==> src/rtl/pp_cmd_if.sv <==
// Parallel-port PIO pair between the HPS and the fabric command engine.
// master = HPS side (drives the command word), slave = fabric engine.
interface pp_cmd_if;
    logic [31:0] pp_out_axi_export;
    logic [31:0] pp_in_axi_export;
    logic [7:0]  fifo_level;

    modport master (output pp_out_axi_export, input pp_in_axi_export, input fifo_level);
    modport slave  (input pp_out_axi_export, output pp_in_axi_export, output fifo_level);
endinterface

==> src/rtl/pp_cmd_engine.sv <==
// Toggle-handshake command processor: register file plus 16-bit FIFO behind the HPS PIO pair.
// Optional macro PP_CMD_CNT_EN adds an 8-bit executed-command counter reported by STATUS.
//
// state  | meaning
// IDLE   | waiting for req toggle in pp_q to differ from req_seen
// EXEC   | decode and perform the latched command
// RDWAIT | FIFO RAM read in flight (POP only)
// RESP   | publish ack/error/result, clear busy
module pp_cmd_engine #(
    parameter int NREGS      = 8,
    parameter int FIFO_DEPTH = 16
) (
    input  logic   clk_clk,
    input  logic   reset_reset,
    pp_cmd_if.slave pp
);
    localparam int AW = $clog2(FIFO_DEPTH);
    localparam int CW = AW + 1;
    localparam int IW = (NREGS > 1) ? $clog2(NREGS) : 1;

    localparam logic [2:0] OP_WRITE  = 3'd1;
    localparam logic [2:0] OP_READ   = 3'd2;
    localparam logic [2:0] OP_ADD    = 3'd3;
    localparam logic [2:0] OP_PUSH   = 3'd4;
    localparam logic [2:0] OP_POP    = 3'd5;
    localparam logic [2:0] OP_STATUS = 3'd6;
    localparam logic [2:0] OP_CLEAR  = 3'd7;

    typedef enum logic [1:0] {IDLE, EXEC, RDWAIT, RESP} state_t;
    state_t state, state_nxt;

    logic [31:0]   pp_q, cmd;
    logic          req_seen;
    logic [15:0]   regs [NREGS];
    logic [15:0]   mem [FIFO_DEPTH];
    logic [AW-1:0] wr_ptr, rd_ptr;
    logic [CW-1:0] fifo_count;
    logic [15:0]   rd_data;
    logic          ex_err, ex_err_nxt;
    logic [15:0]   ex_res, ex_res_nxt;
    logic          resp_ack, resp_busy, resp_err;
    logic [15:0]   resp_res;
    logic [7:0]    cnt_view;

    logic          start, reg_we, push, pop, clear_all;
    logic [15:0]   reg_wdata, reg_cur, payload;
    logic [2:0]    op;
    logic [3:0]    idx;
    logic [IW-1:0] ridx;
    logic          idx_bad, fifo_full, fifo_empty;

    assign op         = cmd[30:28];
    assign idx        = cmd[27:24];
    assign payload    = cmd[15:0];
    assign ridx       = idx[IW-1:0];
    assign reg_cur    = regs[ridx];
    assign idx_bad    = ({1'b0, idx} >= 5'(NREGS));
    assign fifo_full  = (fifo_count == CW'(FIFO_DEPTH));
    assign fifo_empty = (fifo_count == '0);

    always_ff @(posedge clk_clk or posedge reset_reset) begin
        if (reset_reset) state <= IDLE;
        else             state <= state_nxt;
    end

    always_comb begin
        state_nxt  = state;
        start      = 1'b0;
        ex_err_nxt = 1'b0;
        ex_res_nxt = '0;
        reg_we     = 1'b0;
        reg_wdata  = payload;
        push       = 1'b0;
        pop        = 1'b0;
        clear_all  = 1'b0;
        case (state)
            IDLE: begin
                if (pp_q[31] != req_seen) begin
                    start     = 1'b1;
                    state_nxt = EXEC;
                end
            end
            EXEC: begin
                state_nxt = (op == OP_POP) ? RDWAIT : RESP;
                if (cmd[23:16] != '0) begin
                    ex_err_nxt = 1'b1;
                end else begin
                    case (op)
                        OP_WRITE, OP_READ, OP_ADD: begin
                            if (idx_bad) begin
                                ex_err_nxt = 1'b1;
                            end else if (op == OP_READ) begin
                                ex_res_nxt = reg_cur;
                            end else begin
                                reg_we     = 1'b1;
                                reg_wdata  = (op == OP_ADD) ? reg_cur + payload : payload;
                                ex_res_nxt = reg_wdata;
                            end
                        end
                        OP_PUSH: begin
                            if (fifo_full) ex_err_nxt = 1'b1;
                            else begin
                                push       = 1'b1;
                                ex_res_nxt = payload;
                            end
                        end
                        OP_POP: begin
                            if (fifo_empty) ex_err_nxt = 1'b1;
                            else            pop = 1'b1;
                        end
                        OP_STATUS: ex_res_nxt = {cnt_view, 6'b0, fifo_full, fifo_empty};
                        OP_CLEAR:  clear_all = 1'b1;
                        default:   ex_res_nxt = '0;
                    endcase
                end
            end
            RDWAIT:  state_nxt = RESP;
            RESP:    state_nxt = IDLE;
            default: state_nxt = IDLE;
        endcase
    end

    always_ff @(posedge clk_clk or posedge reset_reset) begin
        if (reset_reset) begin
            pp_q       <= '0;
            cmd        <= '0;
            req_seen   <= 1'b0;
            ex_err     <= 1'b0;
            ex_res     <= '0;
            resp_ack   <= 1'b0;
            resp_busy  <= 1'b0;
            resp_err   <= 1'b0;
            resp_res   <= '0;
            wr_ptr     <= '0;
            rd_ptr     <= '0;
            fifo_count <= '0;
            for (int i = 0; i < NREGS; i++) regs[i] <= '0;
        end else begin
            pp_q <= pp.pp_out_axi_export;
            if (start) begin
                cmd       <= pp_q;
                req_seen  <= pp_q[31];
                resp_busy <= 1'b1;
            end
            if (state == EXEC) begin
                ex_err <= ex_err_nxt;
                ex_res <= ex_res_nxt;
            end
            // rd_data was read from the head on the EXEC edge
            if (state == RDWAIT && !ex_err) ex_res <= rd_data;
            if (state == RESP) begin
                resp_ack  <= req_seen;
                resp_busy <= 1'b0;
                resp_err  <= ex_err;
                resp_res  <= ex_res;
            end
            if (clear_all) begin
                for (int i = 0; i < NREGS; i++) regs[i] <= '0;
                wr_ptr     <= '0;
                rd_ptr     <= '0;
                fifo_count <= '0;
            end else begin
                if (reg_we) regs[ridx] <= reg_wdata;
                if (push) begin
                    wr_ptr     <= wr_ptr + 1'b1;
                    fifo_count <= fifo_count + 1'b1;
                end
                if (pop) begin
                    rd_ptr     <= rd_ptr + 1'b1;
                    fifo_count <= fifo_count - 1'b1;
                end
            end
        end
    end

    always_ff @(posedge clk_clk) begin
        if (push) mem[wr_ptr] <= payload;
        rd_data <= mem[rd_ptr];
    end

`ifdef PP_CMD_CNT_EN
    logic [7:0] cmd_cnt;
    always_ff @(posedge clk_clk or posedge reset_reset) begin
        if (reset_reset)         cmd_cnt <= '0;
        else if (state == EXEC)  cmd_cnt <= clear_all ? 8'h00 : cmd_cnt + 8'd1;
    end
    // STATUS counts itself
    assign cnt_view = cmd_cnt + 8'd1;
`else
    assign cnt_view = 8'h00;
`endif

    assign pp.pp_in_axi_export = {resp_ack, resp_busy, resp_err, 5'b0, 8'(fifo_count), resp_res};
    assign pp.fifo_level       = 8'(fifo_count);
endmodule

==> src/flat_wrapper.sv <==
// flat-port wrapper written by rule: the top's interface ports become plain ports
module pp_cmd_engine_flat 
#(
    parameter int NREGS      = 8,
    parameter int FIFO_DEPTH = 16
)
  (clk_clk, reset_reset, pp_pp_out_axi_export, pp_pp_in_axi_export, pp_fifo_level);
  pp_cmd_if pp_i ();
  input  logic clk_clk;
  input  logic reset_reset;
  input wire logic [$bits(pp_i.pp_out_axi_export)-1:0] pp_pp_out_axi_export;
  output wire logic [$bits(pp_i.pp_in_axi_export)-1:0] pp_pp_in_axi_export;
  output wire logic [$bits(pp_i.fifo_level)-1:0] pp_fifo_level;
  assign pp_i.pp_out_axi_export = pp_pp_out_axi_export;
  assign pp_pp_in_axi_export = pp_i.pp_in_axi_export;
  assign pp_fifo_level = pp_i.fifo_level;
  pp_cmd_engine #(.NREGS(NREGS), .FIFO_DEPTH(FIFO_DEPTH)) u_core (.clk_clk(clk_clk), .reset_reset(reset_reset), .pp(pp_i));
endmodule
==> config.mk <==
export PLATFORM = sky130hd
export DESIGN_NAME = pp_cmd_engine_flat
export DESIGN_NICKNAME = d
export VERILOG_FILES = /design/src/rtl/pp_cmd_if.sv /design/src/rtl/pp_cmd_engine.sv /design/src/flat_wrapper.sv
export SDC_FILE = /design/constraint.sdc
export NUM_CORES = 1
export LEC_CHECK = 0
export BUFFER_PORTS_ARGS = -buffer_cell sky130_fd_sc_hd__buf_2
export CAP_MARGIN = 10
export CORE_UTILIZATION = 50
export DETAILED_ROUTE_END_ITERATION = 8
export MAX_ROUTING_LAYER = met4
export PLACE_DENSITY_LB_ADDON = 0.12
export SYNTH_ARGS = -nofsm -noshare
export SYNTH_HDL_FRONTEND = slang
export SYNTH_SLANG_ARGS = --single-unit
==> constraint.sdc <==
create_clock -name clk_clk -period 16.3 [get_ports clk_clk]
set_input_delay 4.075 -clock clk_clk [delete_from_list [all_inputs] [get_ports clk_clk]]
set_output_delay 4.075 -clock clk_clk [all_outputs]
set_load 0.005 [all_outputs]
# [Word level (Yosys, flattened, before mapping)]
# Memory sizes are Yosys's and may differ from the RTL's. A register that Yosys moved wholly into a read port is not among the register bits.
# Index checks and enable logic that the tools add are counted.
# W data, S select, Z words.
[totals] ff_bits=243 ram_bits=256 inputBits=34 wordCells=115 memories=1
[memory_table] name="u_core.mem" depth=16 word_bits=16 read_ports=1 rd_clocked_by_memory_dff=1 write_ports=1 line_no="pp_cmd_engine.sv:35" text="logic [15:0] mem [FIFO_DEPTH];"
[classes] add_sub_neg=5 magnitude_cmp=3 eq_ne=13 mux=58 bitwise=1 reduce_logical=13
[ops] op="$mux W128" count=2
[ops] op="$mux W16" count=15
[ops] op="$bwmux W128" count=1
[ops] op="$bmux W16 S3" count=1
[ops] op="$demux W16 S3" count=1
[ops] op="$pmux W16 S3" count=1
[ops] op="$mux W1" count=27
[ops] op="$add A16 B16 Y16" count=1
[ops] op="$mux W4" count=4
[ops] op="$mux W5" count=3
[ops] op="$eq A3 B3 Y1 const B" count=4
[ops] op="$reduce_bool A2 Y1" count=5
[ops] op="$add A4 B1 Y4 const B" count=2
[ops] op="$ge A4 B4 Y1 const B" count=2
[ops] op="$pmux W2 S4" count=1
[ops] op="$reduce_bool A8 Y1" count=1
[ops] op="$eq A3 B2 Y1 const B" count=2
[ops] op="$add A5 B1 Y5 const B" count=1
[ops] op="$eq A5 B5 Y1 const B" count=1
[ops] op="$logic_not A5 Y1" count=1
[ops] op="$sub A5 B1 Y5 const B" count=1
[ops] op="$eq A2 B2 Y1 const B" count=2
[ops] op="$lt A4 B1 Y1 const B" count=1
[ops] op="$not A3 Y4" count=1
[ops] op="other kinds (11)" count=12

# [Depth between registers and ports, before layout]
[logic_depth] word_depth=14 ltp_mapped=15 depth_no_buf=13

# [Worst setup path before layout]
# Ideal clock, no wire load.
[synth_timing] path_kind="reg-to-output" from="reg u_core.fifo_count[0]" to="out pp_pp_in_axi_export[16]" arrival_ps=592 t_required_ps=12225 setup_slack_ps=11633 stages_incl_launch_ff=2 path_buffers=1 cell_sequence="dfrtp_1 buf_4"
[synth_rtl] item="start, declared" line_no="pp_cmd_engine.sv:37" text="logic [CW-1:0] fifo_count;"
[synth_rtl] item="start signal, assigned" line_no="pp_cmd_engine.sv:166" text="fifo_count <= fifo_count + 1'b1;"
[synth_rtl] item="start signal, assigned" line_no="pp_cmd_engine.sv:170" text="fifo_count <= fifo_count - 1'b1;"
[synth_rtl] item="end, declared" line_no="flat_wrapper.sv:12" text="output wire logic [$bits(pp_i.pp_in_axi_export)-1:0] pp_pp_in_axi_export;"
# No word-level cell between the ends.

# [Final worst setup path]
[layout_timing] from="reg u_core.fifo_count[4]" to="out pp_pp_in_axi_export[20]"
# No word-level cell between the ends.

==> metrics.md <==
| Metric | Value |
|---|---|
| Critical path endpoint category | `primary output` |
| Slew at the pin closest to its max-slew limit | `about 1.2 ns` |
| CTS Buf Count | `53` |
| Slowest library cell on the worst path | `dfrtp_1` |
| Antenna-violating nets left | `0` |
| RePlAce Congestion | `0.871` |
| Area contributors post-synth | `edfxtp_1, dfrtp_1, mux4_2, mux2_2, nand3_1` |
| EDFF count, synth | `256` |
| Chip Width | `approximately 210 um` |
| Crit path launch type | `register` |
| Post-synth cell types | `77` |
| Setup violators final | `0` |
| Cells after Synth | `~1500` |
| Root Buffer | `clkbuf_16` |
| Post-synthesis sequential area ratio | `0.640` |
| CP max stage delay | `approximately 0.47 ns` |
| GRT Max-Usage Layer | `met2` |
| Max Root-Sink Buffers | `3` |
| Register area | `~0.014 mm2` |
| Number of cells on the worst hold path | `1` |
| Status | `complete, no violations` |
| Die Ht | `around 210 um` |
| Post-DP HPWL | `about 31000 um` |
| Number of remaining DRC errors | `0` |
| Met2 Usage GRT | `0.374` |
| Avg Cell Area, Syn | `14.6 um2` |
| Share of layout cells above drive strength 1 | `0.215` |
| Crit path depth | `1` |
| Tmin final | `approximately 5.3 ns` |
| Worst hold path class | `reg2reg` |
| Setup Buffers After CTS | `0` |
| Fmax | `about 0.19 GHz` |
| CTS hold repair buffers | `0` |
| Slew Limit Fails | `0` |
| Synth area leader | `edfxtp_1` |
| WL/cell | `about 24 um` |
| Area of the multi-input gates | `between 0.007 and 0.008 mm2` |
| Vias per cell | `~6.0` |
| Clock sink count | `515` |
| First-pass iteration count of the detailed router | `5` |
| PortBufs | `62` |
| RR Startpoint | `u_core.cmd[26]` |
| Clk_lat worst skew | `approximately 0.63 ns` |
| Period utilisation layout | `0.327` |
| Main synth FF type | `edfxtp_1` |
| Switching power | `1.07 mW` |
| Flops & latches, synth | `between 500 and 600` |
| Post-synth ARST share | `0.472` |
| Most frequent cell after synthesis | `edfxtp_1` |
| Largest fanout on the critical path | `6` |
| Cell chain of the critical path | `buf_2` |
| Final hold slack | `about 0.47 ns` |
| Die Area | `between 0.04 and 0.05 mm2` |
| Number of global-route vias before repair | `13100` |
| Initial antenna violation count | `0` |
| Reg2Reg Depth | `12` |
| Resized cells post-CTS | `0` |
| MaxCap Viol Count | `0` |
| Clock power share | `0.340` |
| Initial drt markers | `about 1200` |
| Critical path launch point | `u_core.fifo_count[4]` |
| Data required time at the worst endpoint | `around 12 ns` |
| Top-area cell type share of the netlist area | `0.349` |
| TNS Setup | `0 ns` |
| Arrival @ worst endpoint | `approximately 1.3 ns` |
| Logic pwr share | `0.173` |
| Top Family by Delay on Critical Path | `flip-flops` |
| Top cells by count, synth | `edfxtp_1, dfrtp_1, nand3_1, o21ai_1, mux4_2` |
| Largest net degree at the start of global routing | `roughly 120` |
| Sw Ratio | `0.305` |
| WP buf/inv | `1` |
| Met1 Use GR | `0.347` |
| Synthesis-to-finish area growth | `11.3%` |
| Reg2Reg Setup Slack | `11.80 ns` |
| Fin. Hold Viols | `0` |
| Synth Warn # | `0` |
| Fillers | `3448` |
| RSZ-0062 raised after global routing | `no` |
| Post-Syn Area | `~0.022 mm2` |
| Final wirelength | `approximately 52000 um` |
| Initial Utilization | `0.509` |
| CTS tree | `yes` |
| Flop pwr share | `0.487` |
| Hold_sp | `u_core.pp_q[29]` |
| Diode count | `0` |
| Power per cell area | `approximately 140 mW/mm2` |
| Clock transition at path regs | `0.07 ns` |
| First-pass GRT wire length | `79200 um` |
| Skew final | `between 0.03 and 0.04 ns` |
| Critical path class | `reg2out` |
| Via Count | `about 13000` |
| Worst-case hold path end point | `u_core.cmd[29]` |
| Int Pwr | `between 2 and 2.5 mW` |
| Core area | `0.0433 mm2` |
| GRT Total Usage | `0.247` |
| Rows | `76` |
| R2r endpoint | `u_core.regs[78]` |
| NumNets Final | `around 1600` |
| I/O Pins | `between 70 and 80` |
| M3 GR Usage | `0.0349` |
| Leakage | `~9.3 nW` |
| Max H-tree Level | `2` |
| Overflow after GRT | `0` |
| VDD IR-drop max | `about 0.000097 V` |
| Worst rel slew slack | `0.192` |
routing by layer:
| metal | part of all wire | vias up |
|---|---|---|
| met3 | 0.056 | 76 |
| met4 | 0.024 | 0 |
| met5 | 0 | - |
| li1 | - | 5843 |
| met1 | 0.45 | 6723 |
| met2 | 0.47 | 459 |
layout make-up:
class	instances	share of cell area
Sequential cell	515	0.576
Multi-Input combinational cell	874	0.302
Clock buffer	81	0.0626
Tap cell	585	0.0299
Timing Repair Buffer	81	0.0185
Clock inverter	19	0.00813
Inverter	19	0.00322
power by group through the flow:
stage          Combinational, mW  Sequential (mW)  Clock (mW)
6_report                   0.605             1.70        1.19
3_5_place_dp               0.601             1.73           0
3_3_place_gp               0.593             1.72           0
5_1_grt                    0.661             1.72        1.26
4_1_cts                    0.603             1.70        1.22
2_1_floorplan              0.457             1.64           0
logic make-up after synthesis:
logic type	Yosys count	share of synthesized area
DFF	515	0.640
AOI/OAI and AO/OA	275	0.0794
and+or+nand+nor	338	0.0783
muxes	198	0.149
xor gates and xnor gates	23	0.0100
adders and majority gates	29	0.0172
buffers and inverters	127	0.0258
other	1	0.000170
how the worst max path moves through the flow:
stage	end	slack, ns
after floorplan	u_core.cmd[0]	5.55
after global placement	u_core.rd_ptr[0]	10.56
after detailed placement	u_core.rd_ptr[0]	10.50
after CTS	pp_pp_in_axi_export[17]	10.94
after global routing	pp_pp_in_axi_export[17]	10.89
final	pp_pp_in_axi_export[20]	10.97
state kept, by name, indices dropped and copies added, names as in the netlist:
register	count
u_core.resp_err	1
u_core.regs	128
u_core.req_seen	1
u_core.mem	256
u_core.ex_res	16
u_core.wr_ptr	4
u_core.cmd	31
u_core.rd_data	16
u_core.rd_ptr	4
u_core.fifo_count	5
u_core.resp_ack	1
u_core.pp_q	32
u_core.ex_err	1
u_core.resp_res	16
u_core.state	2
u_core.resp_busy	1
cell usage in the layout, fill, tap and decap left out, drive strengths merged, types with 6 or more instances in the layout:
cell    instances
a21o           11
a21oi          33
a221oi         15
a22oi          11
a32o            7
and2           21
buf            81
clkbuf         81
clkinv         11
conb           11
dfrtp         243
dfxtp          16
edfxtp        256
ha             27
inv            20
mux2           62
mux2i          40
mux4           96
nand2          59
nand2b          6
nand3         128
nor2           55
nor2b          10
nor3           16
nor3b          18
o211ai         10
o21ai         138
o221ai          8
xnor2          14
xor2            9
metrics by stage:
| step | instances | total power [mW] | setup WS [ns] | util | area (um2) |
|---|---|---|---|---|---|
| 2_1_floorplan | 1516 | 2.10 | 5.55 | - | 22000 |
| 3_3_place_gp | 2074 | 2.31 | 10.56 | 0.526 | 22700 |
| 3_5_place_dp | 2074 | 2.33 | 10.50 | 0.526 | 22700 |
| 4_1_cts | 2174 | 3.52 | 10.94 | 0.566 | 24500 |
| 5_1_grt | 2174 | 3.64 | 10.89 | 0.566 | 24500 |
| 6_report | 2174 | 3.50 | 10.97 | 0.566 | 24500 |
Note: power is estimated with default switching activity, not from simulation.
